**config.mk**
```make
export PLATFORM = sky130hd
export DESIGN_NAME = rca16_arbiter_flat
export DESIGN_NICKNAME = d
export VERILOG_FILES = /design/src/rtl/rca16_arb_pkg.sv /design/src/rtl/rca16_arbiter_if.sv /design/src/rtl/Ripple_Carry_Addr_16bit.sv /design/src/rtl/rca16_arbiter.sv /design/src/flat_wrapper.sv
export SDC_FILE = /design/constraint.sdc
export NUM_CORES = 1
export LEC_CHECK = 0
export CELL_PAD_IN_SITES_DETAIL_PLACEMENT = 1
export CELL_PAD_IN_SITES_GLOBAL_PLACEMENT = 2
export CORE_ASPECT_RATIO = 1.1
export CORE_UTILIZATION = 25
export DETAILED_ROUTE_END_ITERATION = 10
export PLACE_DENSITY = 0.76
export SYNTH_ARGS = -nofsm -noshare
export SYNTH_HDL_FRONTEND = slang
export SYNTH_HIERARCHICAL = 1
export SYNTH_SLANG_ARGS = --single-unit
```
**constraint.sdc**
```tcl
create_clock -name clk -period 7.86 [get_ports clk]
set_clock_uncertainty 0.1 [all_clocks]
set_input_delay 2.358 -clock clk [delete_from_list [all_inputs] [get_ports clk]]
set_output_delay 2.358 -clock clk [all_outputs]
set_load 0.02 [all_outputs]
```
**src/rtl/rca16_arb_pkg.sv**
```systemverilog
// rtl/rca16_arb_pkg.sv - shared constants and types for the rca16 adder arbiter
package rca16_arb_pkg;

  localparam int N_REQ  = 2;
  localparam int DATA_W = 16;

  typedef enum logic [1:0] {
    IDLE = 2'd0,
    ADD  = 2'd1,
    DONE = 2'd2
  } state_t;

  // The round-robin pointer only matters when both requesters ask at once.
  function automatic logic pick_winner(input logic r0, input logic r1, input logic rr_ptr);
    return (r0 & r1) ? rr_ptr : r1;
  endfunction

endpackage

```
**src/rtl/rca16_arbiter_if.sv**
```systemverilog
// rtl/rca16_arbiter_if.sv - requester/arbiter bus for the shared 16-bit adder
interface rca16_arbiter_if;
  import rca16_arb_pkg::*;

  logic              req0;
  logic [DATA_W-1:0] a0;
  logic [DATA_W-1:0] b0;
  logic              cin0;
  logic              req1;
  logic [DATA_W-1:0] a1;
  logic [DATA_W-1:0] b1;
  logic              cin1;
  logic              ack0;
  logic              ack1;
  logic [DATA_W-1:0] S;
  logic              cout;
  logic              busy;

  modport master (
    output req0, a0, b0, cin0, req1, a1, b1, cin1,
    input  ack0, ack1, S, cout, busy
  );

  modport slave (
    input  req0, a0, b0, cin0, req1, a1, b1, cin1,
    output ack0, ack1, S, cout, busy
  );

endinterface

```
**src/rtl/Ripple_Carry_Addr_16bit.sv**
```systemverilog
// rtl/Ripple_Carry_Addr_16bit.sv - 16-bit ripple-carry adder built from full-adder cells
module Ripple_Carry_Addr_16bit (
  input  logic [15:0] A,
  input  logic [15:0] B,
  input  logic        cin,
  output logic [15:0] S,
  output logic        cout
);

  logic [16:0] carry;

  assign carry[0] = cin;

  for (genvar i = 0; i < 16; i++) begin : g_fa
    assign S[i]       = A[i] ^ B[i] ^ carry[i];
    assign carry[i+1] = (A[i] & B[i]) | (carry[i] & (A[i] ^ B[i]));
  end

  assign cout = carry[16];

endmodule

```
**src/rtl/rca16_arbiter.sv**
```systemverilog
// rtl/rca16_arbiter.sv - time-shares one ripple-carry adder between two requesters
module rca16_arbiter
  import rca16_arb_pkg::*;
#(
  parameter int PRIO_INIT = 0
) (
  input  logic           clk,
  input  logic           rst_n,
  rca16_arbiter_if.slave bus
);

  localparam logic PRIO_BIT = 1'(PRIO_INIT);

  state_t            state;
  logic              grant;
  logic              rr_ptr;
  logic [DATA_W-1:0] op_a;
  logic [DATA_W-1:0] op_b;
  logic              op_cin;
  logic [DATA_W-1:0] add_s;
  logic              add_cout;
  logic              winner;

  assign winner = pick_winner(bus.req0, bus.req1, rr_ptr);

  // Adder sees only the latched operands, never the live requester buses.
  Ripple_Carry_Addr_16bit u_adder (
    .A    (op_a),
    .B    (op_b),
    .cin  (op_cin),
    .S    (add_s),
    .cout (add_cout)
  );

  always_ff @(posedge clk or negedge rst_n) begin
    if (!rst_n) begin
      state    <= IDLE;
      grant    <= 1'b0;
      rr_ptr   <= PRIO_BIT;
      op_a     <= '0;
      op_b     <= '0;
      op_cin   <= 1'b0;
      bus.S    <= '0;
      bus.cout <= 1'b0;
      bus.ack0 <= 1'b0;
      bus.ack1 <= 1'b0;
      bus.busy <= 1'b0;
    end else begin
      case (state)
        IDLE: begin
          bus.ack0 <= 1'b0;
          bus.ack1 <= 1'b0;
          if (bus.req0 | bus.req1) begin
            state    <= ADD;
            bus.busy <= 1'b1;
            grant    <= winner;
            op_a     <= winner ? bus.a1   : bus.a0;
            op_b     <= winner ? bus.b1   : bus.b0;
            op_cin   <= winner ? bus.cin1 : bus.cin0;
          end
        end
        ADD: begin
          state    <= DONE;
          bus.busy <= 1'b1;
          bus.S    <= add_s;
          bus.cout <= add_cout;
          bus.ack0 <= ~grant;
          bus.ack1 <= grant;
        end
        DONE: begin
          state    <= IDLE;
          bus.busy <= 1'b0;
          bus.ack0 <= 1'b0;
          bus.ack1 <= 1'b0;
          rr_ptr   <= ~grant;
        end
        default: begin
          state    <= IDLE;
          bus.busy <= 1'b0;
          bus.ack0 <= 1'b0;
          bus.ack1 <= 1'b0;
        end
      endcase
    end
  end

endmodule

```
**src/flat_wrapper.sv**
```systemverilog
// flat-port wrapper written by rule: the top's interface ports become plain ports
module rca16_arbiter_flat import rca16_arb_pkg::*;
#(
  parameter int PRIO_INIT = 0
)
  (clk, rst_n, bus_req0, bus_a0, bus_b0, bus_cin0, bus_req1, bus_a1, bus_b1, bus_cin1, bus_ack0, bus_ack1, bus_S, bus_cout, bus_busy);
  rca16_arbiter_if bus_i ();
  input  logic clk;
  input  logic rst_n;
  input wire logic [$bits(bus_i.req0)-1:0] bus_req0;
  input wire logic [$bits(bus_i.a0)-1:0] bus_a0;
  input wire logic [$bits(bus_i.b0)-1:0] bus_b0;
  input wire logic [$bits(bus_i.cin0)-1:0] bus_cin0;
  input wire logic [$bits(bus_i.req1)-1:0] bus_req1;
  input wire logic [$bits(bus_i.a1)-1:0] bus_a1;
  input wire logic [$bits(bus_i.b1)-1:0] bus_b1;
  input wire logic [$bits(bus_i.cin1)-1:0] bus_cin1;
  output wire logic [$bits(bus_i.ack0)-1:0] bus_ack0;
  output wire logic [$bits(bus_i.ack1)-1:0] bus_ack1;
  output wire logic [$bits(bus_i.S)-1:0] bus_S;
  output wire logic [$bits(bus_i.cout)-1:0] bus_cout;
  output wire logic [$bits(bus_i.busy)-1:0] bus_busy;
  assign bus_i.req0 = bus_req0;
  assign bus_i.a0 = bus_a0;
  assign bus_i.b0 = bus_b0;
  assign bus_i.cin0 = bus_cin0;
  assign bus_i.req1 = bus_req1;
  assign bus_i.a1 = bus_a1;
  assign bus_i.b1 = bus_b1;
  assign bus_i.cin1 = bus_cin1;
  assign bus_ack0 = bus_i.ack0;
  assign bus_ack1 = bus_i.ack1;
  assign bus_S = bus_i.S;
  assign bus_cout = bus_i.cout;
  assign bus_busy = bus_i.busy;
  rca16_arbiter #(.PRIO_INIT(PRIO_INIT)) u_core (.clk(clk), .rst_n(rst_n), .bus(bus_i));
endmodule
```
== Yosys cells after proc, flatten, opt, wreduce, memory -nomap -nowiden ==
Cells that the tools add are included.
Cells by class
  reductions and logical operators: 2
  eq/ne operators: 3
  multiplexer cells: 10
  bitwise gates (word level): 83
Operator list (number)
  $and 1x1->1: 33
  $mux 16: 2
  $xor 1x1->1: 32
  $or 1x1->1: 17
  $mux 1: 5
  $pmux 2 s2: 1
  $eq 2x1->1 const B: 1
  $eq 2x2->1 const B: 1
  $logic_not 2->1: 1
  $mux 2: 1
  $ne 2x1->1 const B: 1
  $pmux 1 s2: 1
  $reduce_and 2->1: 1
  $not 1->1: 1
Word-level totals
  output and inout port bits: 20
  logic and storage cells: 109
  register bits: 57
  input port bits: 70

== Depth between registers and ports, before layout ==
  depth after elaboration: 33
  mapped depth: 21
  mapped depth without buffers: 21

== By module ==
The synthesis kept the hierarchy.
By module, submodules not included
  rca16_arbiter: instances 1, cells an instance 251, area an instance 2735.1 um2, sequential area each 1426.4 um2
  Ripple_Carry_Addr_16bit: instances 1, cells an instance 26, area an instance 357.8 um2, sequential area each 0.0 um2

== Least setup slack after synthesis ==
OpenSTA, ideal clock, no wires.
  path type: register -> register
  from: register u_core.op_a[0]
  to: register u_core.bus.S[15]
  cell stages (with the launch flop): 22
  data arrival time: 6.570 ns
  path buffers: 0
  data required time: 7.695 ns
  slack: 1.125 ns
  setup time: 0.065 ns
  period minus slack after synthesis: 6.735 ns
  cells stage by stage: dfrtp_1 > fa_1 > inv_1 > fa_1 > inv_1 > fa_1 > fa_1 > fa_1 > fa_1 > fa_1 > fa_1 > fa_1 > fa_1 > fa_1 > fa_1 > fa_1 > fa_1 > fa_1 > inv_1 > fa_1 > inv_1 > mux2_2
Between the ends
  cells in the longest elaborated chain, start to end: 32
  elaborated cells on any way between the ends: 33
  classes of those cells: 33 x bitwise
RTL lines
  start: declaration: line rca16_arbiter.sv:17  | logic [DATA_W-1:0] op_a;
  start signal: assignment: line rca16_arbiter.sv:57  | op_a <= winner ? bus.a1 : bus.a0;
  $xor 1x1->1: line Ripple_Carry_Addr_16bit.sv:16  | assign carry[i+1] = (A[i] & B[i]) | (carry[i] & (A[i] ^ B[i]));
  $and 1x1->1: line Ripple_Carry_Addr_16bit.sv:16
  $or 1x1->1 (*): line Ripple_Carry_Addr_16bit.sv:16
  $and 1x1->1 (*): line Ripple_Carry_Addr_16bit.sv:16
  $or 1x1->1 (*): line Ripple_Carry_Addr_16bit.sv:16
  $and 1x1->1 (*): line Ripple_Carry_Addr_16bit.sv:16
  $or 1x1->1 (*): line Ripple_Carry_Addr_16bit.sv:16
  $and 1x1->1 (*): line Ripple_Carry_Addr_16bit.sv:16
  [... 17 more ...]
  $and 1x1->1 (*): line Ripple_Carry_Addr_16bit.sv:16
  $or 1x1->1 (*): line Ripple_Carry_Addr_16bit.sv:16
  $and 1x1->1 (*): line Ripple_Carry_Addr_16bit.sv:16
  $or 1x1->1 (*): line Ripple_Carry_Addr_16bit.sv:16
  $and 1x1->1 (*): line Ripple_Carry_Addr_16bit.sv:16
  $or 1x1->1 (*): line Ripple_Carry_Addr_16bit.sv:16
  $xor 1x1->1 (*): line Ripple_Carry_Addr_16bit.sv:15  | assign S[i] = A[i] ^ B[i] ^ carry[i];
  named net u_core.add_s[15]: line rca16_arbiter.sv:20  | logic [DATA_W-1:0] add_s;
  end signal: assignment: line rca16_arbiter.sv:65  | bus.S <= add_s;
  end: declaration: line rca16_arbiter_if.sv:26  | output ack0, ack1, S, cout, busy
Mark *: on every way through the listed nets, which the timed path passes. The rest lies on a longest branch.
A chain may end at the register's enable or synchronous reset.

== Worst setup path after layout ==
Same ends and word-level chain as after synthesis.

==> PnR_summary.wiki <==
{| class="wikitable"
! Metric !! Value
|-
| TritonRoute pass-1 iters || 3
|-
| CP Launch Type || flop
|-
| Cell internal pwr || 1.18 mW
|-
| Internal reg-to-reg setup slack || 0.76 ns
|-
| Library cell with the highest instance count after synthesis || sky130_fd_sc_hd__dfrtp_1
|-
| Post-synthesis cell type count || 19
|-
| Worst slew pin tran || 1.24 ns
|-
| Number of buffers on the longest clock path || 2
|-
| Share of final-layout standard cells stronger than drive strength 1 || 19.7%
|-
| Later-pin clock latency in the skew report || 0.32 ns
|-
| Finished Layout Cells || 514
|-
| Register bit count reported by yosys || 57
|-
| Top post-synthesis cells by area || sky130_fd_sc_hd__dfrtp_1 46%, sky130_fd_sc_hd__a31oi_2 12%, sky130_fd_sc_hd__fa_1 10%
|-
| # hold bufs at CTS || 0
|-
| Number of global-route vias before repair || 2,631
|-
| Endpoint type of the worst setup path || flop
|-
| Num ports || 90
|-
| Leakage power || 1.67 nW
|-
| Arrival time at the worst endpoint || 7.26 ns
|-
| Global-route wire length before repair || 14,700 um
|-
| Run status || complete, no violations
|-
| Classification of the worst setup path || reg -> reg
|-
| Die Span Y || 119 um
|-
| CTS Buf Count || 9
|-
| Final Core Density || 36.7%
|-
| Total negative setup slack || 0 ns
|-
| TritonCTS clock tree || yes
|-
| Count of nets left with antenna violations after detail routing || 0
|-
| Effective utilization at floorplan || 25.7%
|-
| Cell seen most often among critical-path stages || sky130_fd_sc_hd__fa_1
|-
| Net count of the finished layout || 441
|-
| Endpoints failing setup || 0
|-
| Area of the mapped netlist || 0.00309 mm2
|-
| Detailed-route via count || 2,430
|-
| Overall track demand over capacity in global routing || 15.4%
|-
| Post-route worst hold slack || 0.370 ns
|-
| IR Drop Worst-Case VDD || 0.130 mV
|-
| Die width || 108 um
|-
| PwrDens || 430 mW/mm2
|-
| Area enclosed by the die boundary || 0.0128 mm2
|-
| Total length of routed wires || 9220 um
|-
| Buffers on Ports || 89
|-
| Share of the synthesized area in the top cell type || 46.1%
|-
| Synthesis-to-layout area growth || 42.7%
|-
| Cell at the root of the clock tree || sky130_fd_sc_hd__clkbuf_16
|-
| Switching pwr || 713 uW
|-
| Crit Path Max Fanout || 2
|-
| Sum of net half-perimeters after detailed placement || 6460 um
|-
| Sw Ratio || 37.6%
|-
| Max-Slew Margin vs Limit || 17.3%
|-
| Power after layout || 1.90 mW
|-
| Number of levels in the clock H-tree || 3
|-
| Net count after synthesis || 363
|-
| Relative contribution of the clock network to total power || 23.5%
|-
| Average wire length per cell after detail routing || 17.9 um
|-
| Worst path slowest cell || sky130_fd_sc_hd__fa_1
|-
| Pins over their slew limit || 0
|-
| Synth async-reset ratio || 100%
|-
| Overflow left after global routing || 0
|-
| Unrepaired setup endpoints after global routing || false
|-
| Met3 Resource Use GR || 2.26%
|-
| # resized after CTS || 0
|-
| GR Layer Usage met1 || 20.7%
|-
| Minimum period implied by the final worst setup slack || 7.10 ns
|-
| Post-route DRC violation count || 0
|-
| Cell taking the most area after synthesis || sky130_fd_sc_hd__dfrtp_1
|-
| Final period util || 90.3%
|-
| Most frequent cells after synthesis || 57 x sky130_fd_sc_hd__dfrtp_1, 35 x sky130_fd_sc_hd__o21ai_0, 34 x sky130_fd_sc_hd__nand3_1
|-
| Met2 GRT Util || 24.5%
|-
| Placed cells || 498
|-
| Number of max-cap violations || 0
|-
| Maximum single-stage delay on the critical path || 0.44 ns
|-
| Post-synth EDFFs || 0
|-
| Largest net degree at the start of global routing || 58
|-
| Buffer count from post-CTS setup fixing || 0
|-
| Standard-cell row count || 42
|-
| Clk slew on worst S/H paths || 0.05 ns
|-
| # clock sinks || 57
|-
| Ratio of routed vias to standard cells || 4.73
|-
| Buffers and inverters on the worst path || 4
|-
| Fmax achieved || 0.141 GHz
|-
| Fraction of power consumed by combinational cells || 45.8%
|-
| Syn avg cell area || 11.2 um2
|-
| Power share of the sequential group || 30.7%
|-
| Antenna violations before repair || 0
|-
| Synth warnings || 6
|-
| Endpoint required time on the critical path || 8.02 ns
|-
| Total core area || 0.0120 mm2
|-
| Antenna diode count || 0
|-
| Cell breakdown of the critical path || fa_1, inv_1, fa_1, inv_1, fa_1, fa_1, fa_1, fa_1, fa_1, fa_1, fa_1, fa_1, fa_1, fa_1, fa_1, fa_1, fa_1, inv_1, fa_1, inv_1, mux2_2
|-
| Count of filler cells inserted in the layout || 1,316
|-
| Cell type group with the largest total delay on the critical path || adder cells
|-
| Most crowded layer after global routing || met2
|-
| Routability Congestion || 0.801
|-
| Hold/Removal Path Class || reg -> reg
|-
| Number of endpoints with negative hold slack in the final report || 0
|-
| Main flop type after synthesis || sky130_fd_sc_hd__dfrtp_1
|-
| Cell count after synthesis || 277
|-
| Violation count after the first detailed-routing iteration || 74
|-
| Register area share after synthesis || 46.1%
|}
worst paths after layout:
check,cells past startpoint,startpoint,endpoint
hold reg to reg,1,u_core/grant,u_core/bus.ack0
setup reg to reg,21,u_core/op_a[0],u_core/bus.S[15]
hold / removal,1,u_core/grant,u_core/bus.ack0
max in group asynchronous,2,rst_n,u_core/grant
min in group asynchronous,2,rst_n,u_core/op_b[4]
setup / recovery,21,u_core/op_a[0],u_core/bus.S[15]
metal layers:
layer  part of all wire (%)  wire, um
met1                     46      4250
met2                     49      4520
met3                    3.7       339
met4                    1.2       110
met5                      0         0
placed cells by master, fill, tap and decap left out, types with 5 or more instances in the layout:
cell type                          n
sky130_fd_sc_hd__clkbuf_16         9
sky130_fd_sc_hd__buf_4             5
sky130_fd_sc_hd__mux2_2           17
sky130_fd_sc_hd__a31oi_2          29
sky130_fd_sc_hd__nand3_1          34
sky130_fd_sc_hd__o21ai_0          35
sky130_fd_sc_hd__inv_1            13
sky130_fd_sc_hd__dfrtp_1          57
sky130_fd_sc_hd__clkdlybuf4s50_1  88
sky130_fd_sc_hd__a21oi_1          33
sky130_fd_sc_hd__fa_1             16
state kept, by name, summed over array words and instances (netlist names):
register	flops
u_core/state	2
u_core/op_cin	1
u_core/rr_ptr	1
u_core/op_b	16
u_core/op_a	16
u_core/grant	1
u_core/bus.ack1	1
u_core/bus.busy	1
u_core/bus.cout	1
u_core/bus.ack0	1
u_core/bus.S	16
worst register-to-register path, delay by kind of cell (launching register included):
kind / cells / cell delay [ns]
muxes: 1 / 0.13
buffers and inverters: 4 / 0.28
adders and majority gates: 16 / 6.10
DFF: 1 / 0.40
cell type report:
cell class	instances	area, um2	share of cell area [%]
sequential	57	1430	32.3
inverter	13	48.8	1.11
timing repair buffer	94	923	20.9
clock buffer	10	239	5.41
clock inverter	6	105	2.38
tap	154	193	4.37
multi-input combinational	180	1480	33.5
per-stage QoR:
stage / area, um2 / setup slack (ns)
6_report: 4410 / 0.761
5_1_grt: 4410 / 0.481
4_1_cts: 4410 / 0.723
3_5_place_dp: 4070 / 0.772
3_3_place_gp: 4070 / 0.928
2_1_floorplan: 3090 / 1.12
power groups by stage:
stage | Clock (mW) | Sequential, mW | Combinational, mW
CTS | 0.456 | 0.586 | 0.896
global route | 0.468 | 0.605 | 0.972
global placement | 0 | 0.581 | 0.858
finish | 0.447 | 0.582 | 0.869
floorplan | 0 | 0.603 | 0.540
detailed placement | 0 | 0.590 | 0.892
kinds of logic after synthesis:
kind of cell             synth area share [%]
AND/OR/NAND/NOR                          7.56
AO/OA/AOI/OAI                            23.5
flip-flops                               46.1
multiplexers                             6.19
buffers and inverters                    6.23
adder cells (fa/ha/maj)                  10.4
(Power assumes the default switching activity.)
